--- src/rtl/branch_resolver.sv ---
// Branch resolver: carries the fetch-stage prediction down to Execute, detects
// mispredictions, redirects fetch and emits a one-cycle-delayed predictor update.
module branch_resolver (
    input  logic        clk,
    input  logic        reset,
    input  logic [31:0] PCF,
    input  logic        PredTakenF,
    input  logic [31:0] PredPCF,
    input  logic        StallD,
    input  logic        StallE,
    input  logic        BranchE,
    input  logic        JumpE,
    input  logic        ZeroE,
    input  logic [31:0] PCE,
    input  logic [31:0] PCTargetE,
    output logic        FlushD,
    output logic        FlushE,
    output logic        RedirectE,
    output logic [31:0] RedirectPC,
    output logic        UpdValid,
    output logic [31:0] UpdPC,
    output logic        UpdTaken,
    output logic [31:0] UpdTarget,
    output logic [15:0] BranchCount,
    output logic [15:0] MispredCount
);

    logic        pred_taken_d_q, pred_taken_d_d;
    logic [31:0] pred_pc_d_q, pred_pc_d_d;
    logic        pred_taken_e_q, pred_taken_e_d;
    logic [31:0] pred_pc_e_q, pred_pc_e_d;
    logic        upd_valid_q;
    logic [31:0] upd_pc_q, upd_target_q;
    logic        upd_taken_q;
    logic [15:0] branch_count_q, branch_count_d;
    logic [15:0] mispred_count_q, mispred_count_d;

    logic actual_taken;
    logic resolve;
    logic mispred;
    logic dir_wrong, target_wrong, false_taken;

    // The fetch PC travels with the instruction itself; only the prediction is carried here.
    logic unused_pcf;
    assign unused_pcf = ^PCF;

    always_comb begin
        actual_taken = JumpE | (BranchE & ZeroE);
        resolve      = (BranchE | JumpE) & ~StallE;
        dir_wrong    = resolve & (actual_taken != pred_taken_e_q);
        target_wrong = resolve & actual_taken & pred_taken_e_q & (PCTargetE != pred_pc_e_q);
        false_taken  = ~BranchE & ~JumpE & pred_taken_e_q;
        mispred      = ~StallE & (dir_wrong | target_wrong | false_taken);
    end

    assign FlushD     = mispred;
    assign FlushE     = mispred;
    assign RedirectE  = mispred;
    assign RedirectPC = actual_taken ? PCTargetE : (PCE + 32'd4);

    // Flush beats stall; otherwise a stalled register simply holds.
    always_comb begin
        pred_taken_d_d = pred_taken_d_q;
        pred_pc_d_d    = pred_pc_d_q;
        if (mispred) begin
            pred_taken_d_d = 1'b0;
            pred_pc_d_d    = 32'd0;
        end else if (!StallD) begin
            pred_taken_d_d = PredTakenF;
            pred_pc_d_d    = PredPCF;
        end

        pred_taken_e_d = pred_taken_e_q;
        pred_pc_e_d    = pred_pc_e_q;
        if (mispred) begin
            pred_taken_e_d = 1'b0;
            pred_pc_e_d    = 32'd0;
        end else if (!StallE) begin
            pred_taken_e_d = pred_taken_d_q;
            pred_pc_e_d    = pred_pc_d_q;
        end
    end

    always_comb begin
        branch_count_d  = branch_count_q;
        mispred_count_d = mispred_count_q;
        if (resolve && (branch_count_q != 16'hFFFF))
            branch_count_d = branch_count_q + 16'd1;
        if (mispred && (mispred_count_q != 16'hFFFF))
            mispred_count_d = mispred_count_q + 16'd1;
    end

    always_ff @(posedge clk) begin
        if (reset) begin
            pred_taken_d_q  <= 1'b0;
            pred_pc_d_q     <= 32'd0;
            pred_taken_e_q  <= 1'b0;
            pred_pc_e_q     <= 32'd0;
            upd_valid_q     <= 1'b0;
            upd_pc_q        <= 32'd0;
            upd_taken_q     <= 1'b0;
            upd_target_q    <= 32'd0;
            branch_count_q  <= 16'd0;
            mispred_count_q <= 16'd0;
        end else begin
            pred_taken_d_q  <= pred_taken_d_d;
            pred_pc_d_q     <= pred_pc_d_d;
            pred_taken_e_q  <= pred_taken_e_d;
            pred_pc_e_q     <= pred_pc_e_d;
            upd_valid_q     <= resolve;
            branch_count_q  <= branch_count_d;
            mispred_count_q <= mispred_count_d;
            // A predicted-taken non-branch never resolves, so it never trains.
            if (resolve) begin
                upd_pc_q     <= PCE;
                upd_taken_q  <= actual_taken;
                upd_target_q <= PCTargetE;
            end
        end
    end

    assign UpdValid     = upd_valid_q;
    assign UpdPC        = upd_pc_q;
    assign UpdTaken     = upd_taken_q;
    assign UpdTarget    = upd_target_q;
    assign BranchCount  = branch_count_q;
    assign MispredCount = mispred_count_q;

endmodule
--- config.mk ---
export PLATFORM = sky130hd
export DESIGN_NAME = branch_resolver
export DESIGN_NICKNAME = d
export VERILOG_FILES = /design/src/rtl/branch_resolver.sv
export SDC_FILE = /design/constraint.sdc
export NUM_CORES = 1
export LEC_CHECK = 0
export BUFFER_PORTS_ARGS = -buffer_cell sky130_fd_sc_hd__clkbuf_2
export CORE_UTILIZATION = 50
export DETAILED_ROUTE_END_ITERATION = 8
export MAX_ROUTING_LAYER = met4
export PLACE_DENSITY = 0.91
export SLEW_MARGIN = 20
export SYNTH_ARGS = -nofsm -noshare
export SYNTH_HDL_FRONTEND = slang
export SYNTH_SLANG_ARGS = --single-unit
--- constraint.sdc ---
create_clock -name clk -period 2.05 [get_ports clk]
set_input_delay 0 -clock clk [delete_from_list [all_inputs] [get_ports clk]]
set_output_delay 0 -clock clk [all_outputs]
set_load 0.02 [all_outputs]
==> results of run 1 <==
## kinds of logic (layout without fill, tap and decap cells)
kind of cell / Yosys count / in the layout
other: 0 / 1
muxes: 78 / 78
AOI/OAI and AO/OA: 120 / 120
adders and majority gates: 3 / 3
xor gates and xnor gates: 73 / 73
and+or+nand+nor: 387 / 387
buffers and inverters: 58 / 393
DFF: 164 / 164
## repair_timing
action                                 in CTS  in global routing
gates resized for setup                     1                 34
endpoints found under the hold margin     106                  0
setup buffers                               0                  2
hold buffers                              100                  0
pin swaps                                   0                 11
setup endpoints to repair                   3                 29
## cell usage in the layout (no fill, tap or decap), types with 2 or more instances in the layout
cell type and count:
nand3_1 24, nand4_1 21, nor4_1 3, dfxtp_1 161, a21oi_1 104, and4_1 6, mux2i_1 67, nor4_2 2
mux2_1 2, dlygate4sd3_1 100, inv_6 5, inv_1 5, and2_1 2, ha_1 3, xnor2_2 3, o21ai_0 8
buf_4 23, o31ai_1 2, mux2_2 9, nand4_4 2, nor2_1 132, bufinv_16 2, buf_2 4, buf_12 2
nor4_4 2, xnor2_1 46, clkbuf_16 17, nor2b_1 7, clkinvlp_4 3, xor2_1 23, dfxtp_2 3, nand2_1 148
or4_1 2, and3_1 6, o21ai_4 2, nor3_1 13, or3_1 8, clkbuf_2 225
## sequential cells by signal (all words and copies together) (netlist names)
signal and count:
UpdValid 1, pred_taken_d_q 1, pred_pc_e_q 32, pred_taken_e_q 1
UpdPC 32, pred_pc_d_q 32, BranchCount 16, UpdTaken 1
UpdTarget 32, MispredCount 16
## per-stage QoR
| step | std cells | area [µm²] | setup TNS [ps] |
|---|---|---|---|
| 2_1_floorplan | 883 | 7410 | 0 |
| 3_3_place_gp | 1268 | 8750 | 0 |
| 3_5_place_dp | 1268 | 8750 | 0 |
| 4_1_cts | 1400 | 10400 | 0 |
| 5_1_grt | 1403 | 10500 | -377 |
| 6_report | 1403 | 10500 | -10.7 |
## where the power goes
group	switching, mW	total (mW)	internal, mW
clock	1.42	3.26	1.83
sequential	0.0767	3.38	3.31
combinational	0.776	1.29	0.513
## per-layer routing
layer | up-vias | share of wire | GRT usage
li1 | 3625 | - | -
met1 | 3667 | 0.37 | 0.361
met2 | 445 | 0.50 | 0.571
met3 | 104 | 0.080 | 0.0801
met4 | 0 | 0.050 | 0.210
met5 | - | 0 | -
## worst paths after layout
| check | depth (start not counted) | startpoint | endpoint | slack [ps] |
|---|---|---|---|---|
| setup reg to reg | 6 | pred_pc_e_q[8]$_SDFFE_PP0N_ | MispredCount[6]$_SDFFE_PP0P_ | 70 |
| hold reg to reg | 2 | UpdTarget[28]$_SDFFE_PP0N_ | UpdTarget[28]$_SDFFE_PP0N_ | 450 |
| hold / removal | 3 | StallE | pred_pc_e_q[0]$_SDFFE_PP0N_ | 110 |
| setup / recovery | 8 | PCTargetE[7] | FlushE | -4 |
## cell type report
cell class	instances	area (µm²)
diodes	1	2.50
clock buffers	18	429
clock inverters	14	168
fillers	1025	4000
inverters	5	18.8
multi-input cells	661	3960
flip-flops and latches	164	3290
well taps	184	230
repair buffers	356	2380
## critical path: stages
cell           delay, ps
dlygate4sd3_1        570
clkbuf_2             190
xnor2_1              180
nand4_1              210
nor4_2               310
nand3_1              200
and2_4               230
buf_2                160
==> impl_metrics.ini, run 1 <==
[power_and_ir_drop]
powerDensity_nw_per_um2 = 757
peakVddDrop_uv = 601
p_leak_nw = 4.51
p_total_mw = 7.93

[clock_network]
cts_num_sinks = 164
cts_root_buf = clkbuf_16
clk_path_buf_depth = 2
clkTransAtPathRegs_ps = 70
htree_levels = 4
cts_tree = built
cts_buffers = 17
clock_latency_ps = 430

[floorplan]
initial_utilization = 0.511
io_pins = 269
die_h_um = 124
die_area_um2 = 15300
die_w_um = 124
num_rows = 44
coreArea_um2 = 14500

[routing]
dr.first_iter.drc_count = 754
drc = 0
vias = 7841
drtPass1Iterations = 5
avgRoutedWirePerCell_um = 18.6
via_per_inst = 5.59
ant_nets = 0
wl_um = 26100

[setup_path]
arrival_ps = 2050
path_class = primary input to output port
required_ps = 2050
startpoint_type = primary input
endpoint_kind = output port
crit_path_max_fanout = 3

[sta]
hold_violations = 0
rsz0062_at_grt = yes
final_max_slew_viol_count = 0
slew_headroom = 0.506
fmax_ghz = 0.487
finalCriticalPeriod_ps = 2050
setup_ws_ps = -4.34
whs_ps = 108
setup_viol = 3
finClkSkew_ps = 17.1
tightest_slew_ps = 741
post-route-period-util = 1.00

[run_status]
violations = setup timing
status = complete, but fails checks

[global_routing]
grt_pass1_vias = 7462
antenna_found_initial = 1
grt_start_max_net_pins = 67
grt_pass1_wl_um = 37800
overflow = 0
grtUsageTotal = 0.340

[synthesis]
yosys.area_share.simple = 0.236
synth_top_cell_area_share = 0.443
synth_most_common_cell = dfxtp_1
yosys-top-cells-area = dfxtp_1 (44%), mux2i_1 (9.1%), nand2_1 (7.5%), a21oi_1 (7.0%), nor2_1 (6.7%)
ys_warn_count = 0
synth_seq_area_share = 0.443
syn_nets = 1022
synth_xor_area_frac = 0.0863
ys_ff_latch = 164
syn_area_um2 = 7410
synth_adder_area_share = 0.00507
synth_top_family_by_area = simple AND/OR/NAND/NOR gates
synth_compound_area_frac = 0.0855
syn_inst = 883
synth_flop_cell = dfxtp_1
yosys.cell_types.count = 40
syn_area_per_cell_um2 = 8.39
async_flop_share = 0
synth.area.mux_share = 0.107
synth.largest_area_cell = dfxtp_1
synth_edf_count = 0
ys_top_cells_by_count = dfxtp_1 (164), nand2_1 (148), nor2_1 (133)

[place]
gp_congestion = 0.901
dp_hpwl_um = 15900
port_buffers = 236
dpl_worst_slack_ps = 41.7

[final_layout]
drive_above_1_share = 0.264
area_growth_pct = 41.5
final_util = 0.724
final_nets = 1344

[run]
maxCapViolCount = 0

[hold_path]
hold_path_class = primary input to register
Power figures use the tool's default switching activity.
==> run 2, diff against run 1 <==
SETUP_SLACK_MARGIN = 0.05   (was unset)
==> run 2 against run 1 <==
- the flow now finishes without violations
- count of clock-buffer cells in the layout stayed put
- utilization is 0.57 points higher
- cell count is 0.14% higher
- sequential cell count stayed put
==> impl_metrics.ini, run 2 (synthesized netlist as in run 1, its figures left out) <==
[setup_path]
cp_slowest_cell = dlygate4sd3_1
arrival_ps = 2010
crit_family = buffers and inverters
rr_startpoint = pred_pc_e_q[9]$_SDFFE_PP0N_
timing.rr.end = MispredCount[13]$_SDFFE_PP0P_
startpoint_type = primary input
r2r_cells = 6
max_stage_delay_ps = 540
crit_buf_inv = 3
endpoint_kind = output port
r2r_slack_ps = 100
path_class = primary input to output port
cp-startpoint = PCTargetE[11]
worstPathCellList = dlygate4sd3_1, clkbuf_2, xnor2_2, nand4_1, nor3_2, nand3_2, and2_4, buf_2
crit_path_max_fanout = 3
required_ps = 2050

[clock_network]
cts_root_buf = clkbuf_16
clkTransAtPathRegs_ps = 70
clk_path_buf_depth = 2
clock_latency_ps = 430
cts_buffers = 17
htree_levels = 4
cts_tree = built
cts_num_sinks = 164

[power_and_ir_drop]
powerDensity_nw_per_um2 = 751
p_total_mw = 7.93
peakVddDrop_uv = 601
p_leak_nw = 4.57

[run]
maxCapViolCount = 0

[global_routing]
antenna_found_initial = 1
grtUsageTotal = 0.340
grt_pass1_wl_um = 37800
grt_pass1_vias = 7444
overflow = 0
grt_start_max_net_pins = 67

[sta]
slew_headroom = 0.514
hold_violations = 0
tightest_slew_ps = 729
fmax_ghz = 0.497
whs_ps = 67.0
finClkSkew_ps = 12.3
final_max_slew_viol_count = 0
rsz0062_at_grt = yes
setup_viol = 0
post-route-period-util = 0.981
finalCriticalPeriod_ps = 2010

[routing]
wl_met1_um = 9570
vias = 7834
via_per_inst = 5.58
dr.first_iter.drc_count = 648
wl_um = 26000
ant_nets = 0
drtPass1Iterations = 5
top_layer = met4
drc = 0
wl_met2_um = 13000
avgRoutedWirePerCell_um = 18.5
met3WireLength_um = 2130

[floorplan]
die_w_um = 124
die_h_um = 124
die_area_um2 = 15300
initial_utilization = 0.511
num_rows = 44
io_pins = 269
coreArea_um2 = 14500

[final_layout]
fillers = 998
layout_commonest_cell = clkbuf_2
final_nets = 1346
multi_input_area_um2 = 4000
regArea_um2 = 3290
final_cells = 1405
final_cell_mix = clkbuf_2 (223), dfxtp_1 (159), nand2_1 (147)
stdcell_area_um2 = 10600
drive_above_1_share = 0.273
area_growth_pct = 42.6

[place]
gp_congestion = 0.901
port_buffers = 236
placed_cell_area_um2 = 8750
dp_hpwl_um = 15900
dp.cells = 1268

[hold_path]
min_to = UpdPC[18]$_SDFFE_PP0N_
hold_path_startpoint = PCE[18]
hold_depth = 4
hold_path_class = primary input to register

[run_status]
status = finished clean
==> run 2: per-stage QoR <==
step,setup slack [ps],TNS (ps),utilization
2_1_floorplan,131,0,-
3_3_place_gp,139,0,0.604
3_5_place_dp,41.7,0,0.604
4_1_cts,54.6,0,0.716
5_1_grt,-27.6,-55.3,0.729
6_report,38.7,0,0.729
==> run 2: cell type report <==
cell class,count,share of cell area
clock inverter,14,0.0159
multi-input combinational,661,0.379
sequential,164,0.312
antenna,1,0.000237
tap,184,0.0218
clock buffer,18,0.0406
timing repair buffer,358,0.229
inverter,5,0.00178
==> run 2: worst min-delay path: cells and delay by family <==
kind / cells / cell delay [ps]
buffers and inverters: 2 / 310
AOI/OAI and AO/OA: 1 / 100
and+or+nand+nor: 1 / 50
==> run 2: worst max path at each step <==
stage | end | slack (ps) | depth (start not counted)
2_1_floorplan | BranchCount[12]$_SDFFE_PP0P_ | 130 | 7
3_3_place_gp | MispredCount[6]$_SDFFE_PP0P_ | 140 | 6
3_5_place_dp | MispredCount[10]$_SDFFE_PP0P_ | 40 | 6
4_1_cts | RedirectPC[31] | 50 | 8
5_1_grt | FlushE | -30 | 6
6_report | RedirectE | 40 | 8
==> run 2: timing repair <==
action / 4_1_cts / 5_1_grt
pin swaps: 0 / 14
endpoints found under the setup margin: 5 / 117
hold buffers: 100 / 0
gates resized for setup: 4 / 53
buffers inserted: 0 / 4
cloned: 0 / 0
hold endpoints to repair: 106 / 0
==> run 2: where the power goes <==
part           internal (mW)  total [mW]  switching, mW
combinational          0.522        1.30          0.778
clock                   1.83        3.25           1.42
sequential              3.31        3.38         0.0766
total                   5.66        7.93           2.27
==> run 2: routing by layer <==
metal,global-route usage,up-vias
met4,0.192,0
met3,0.0783,110
li1,-,3628
met2,0.579,454
met5,-,-
met1,0.364,3642
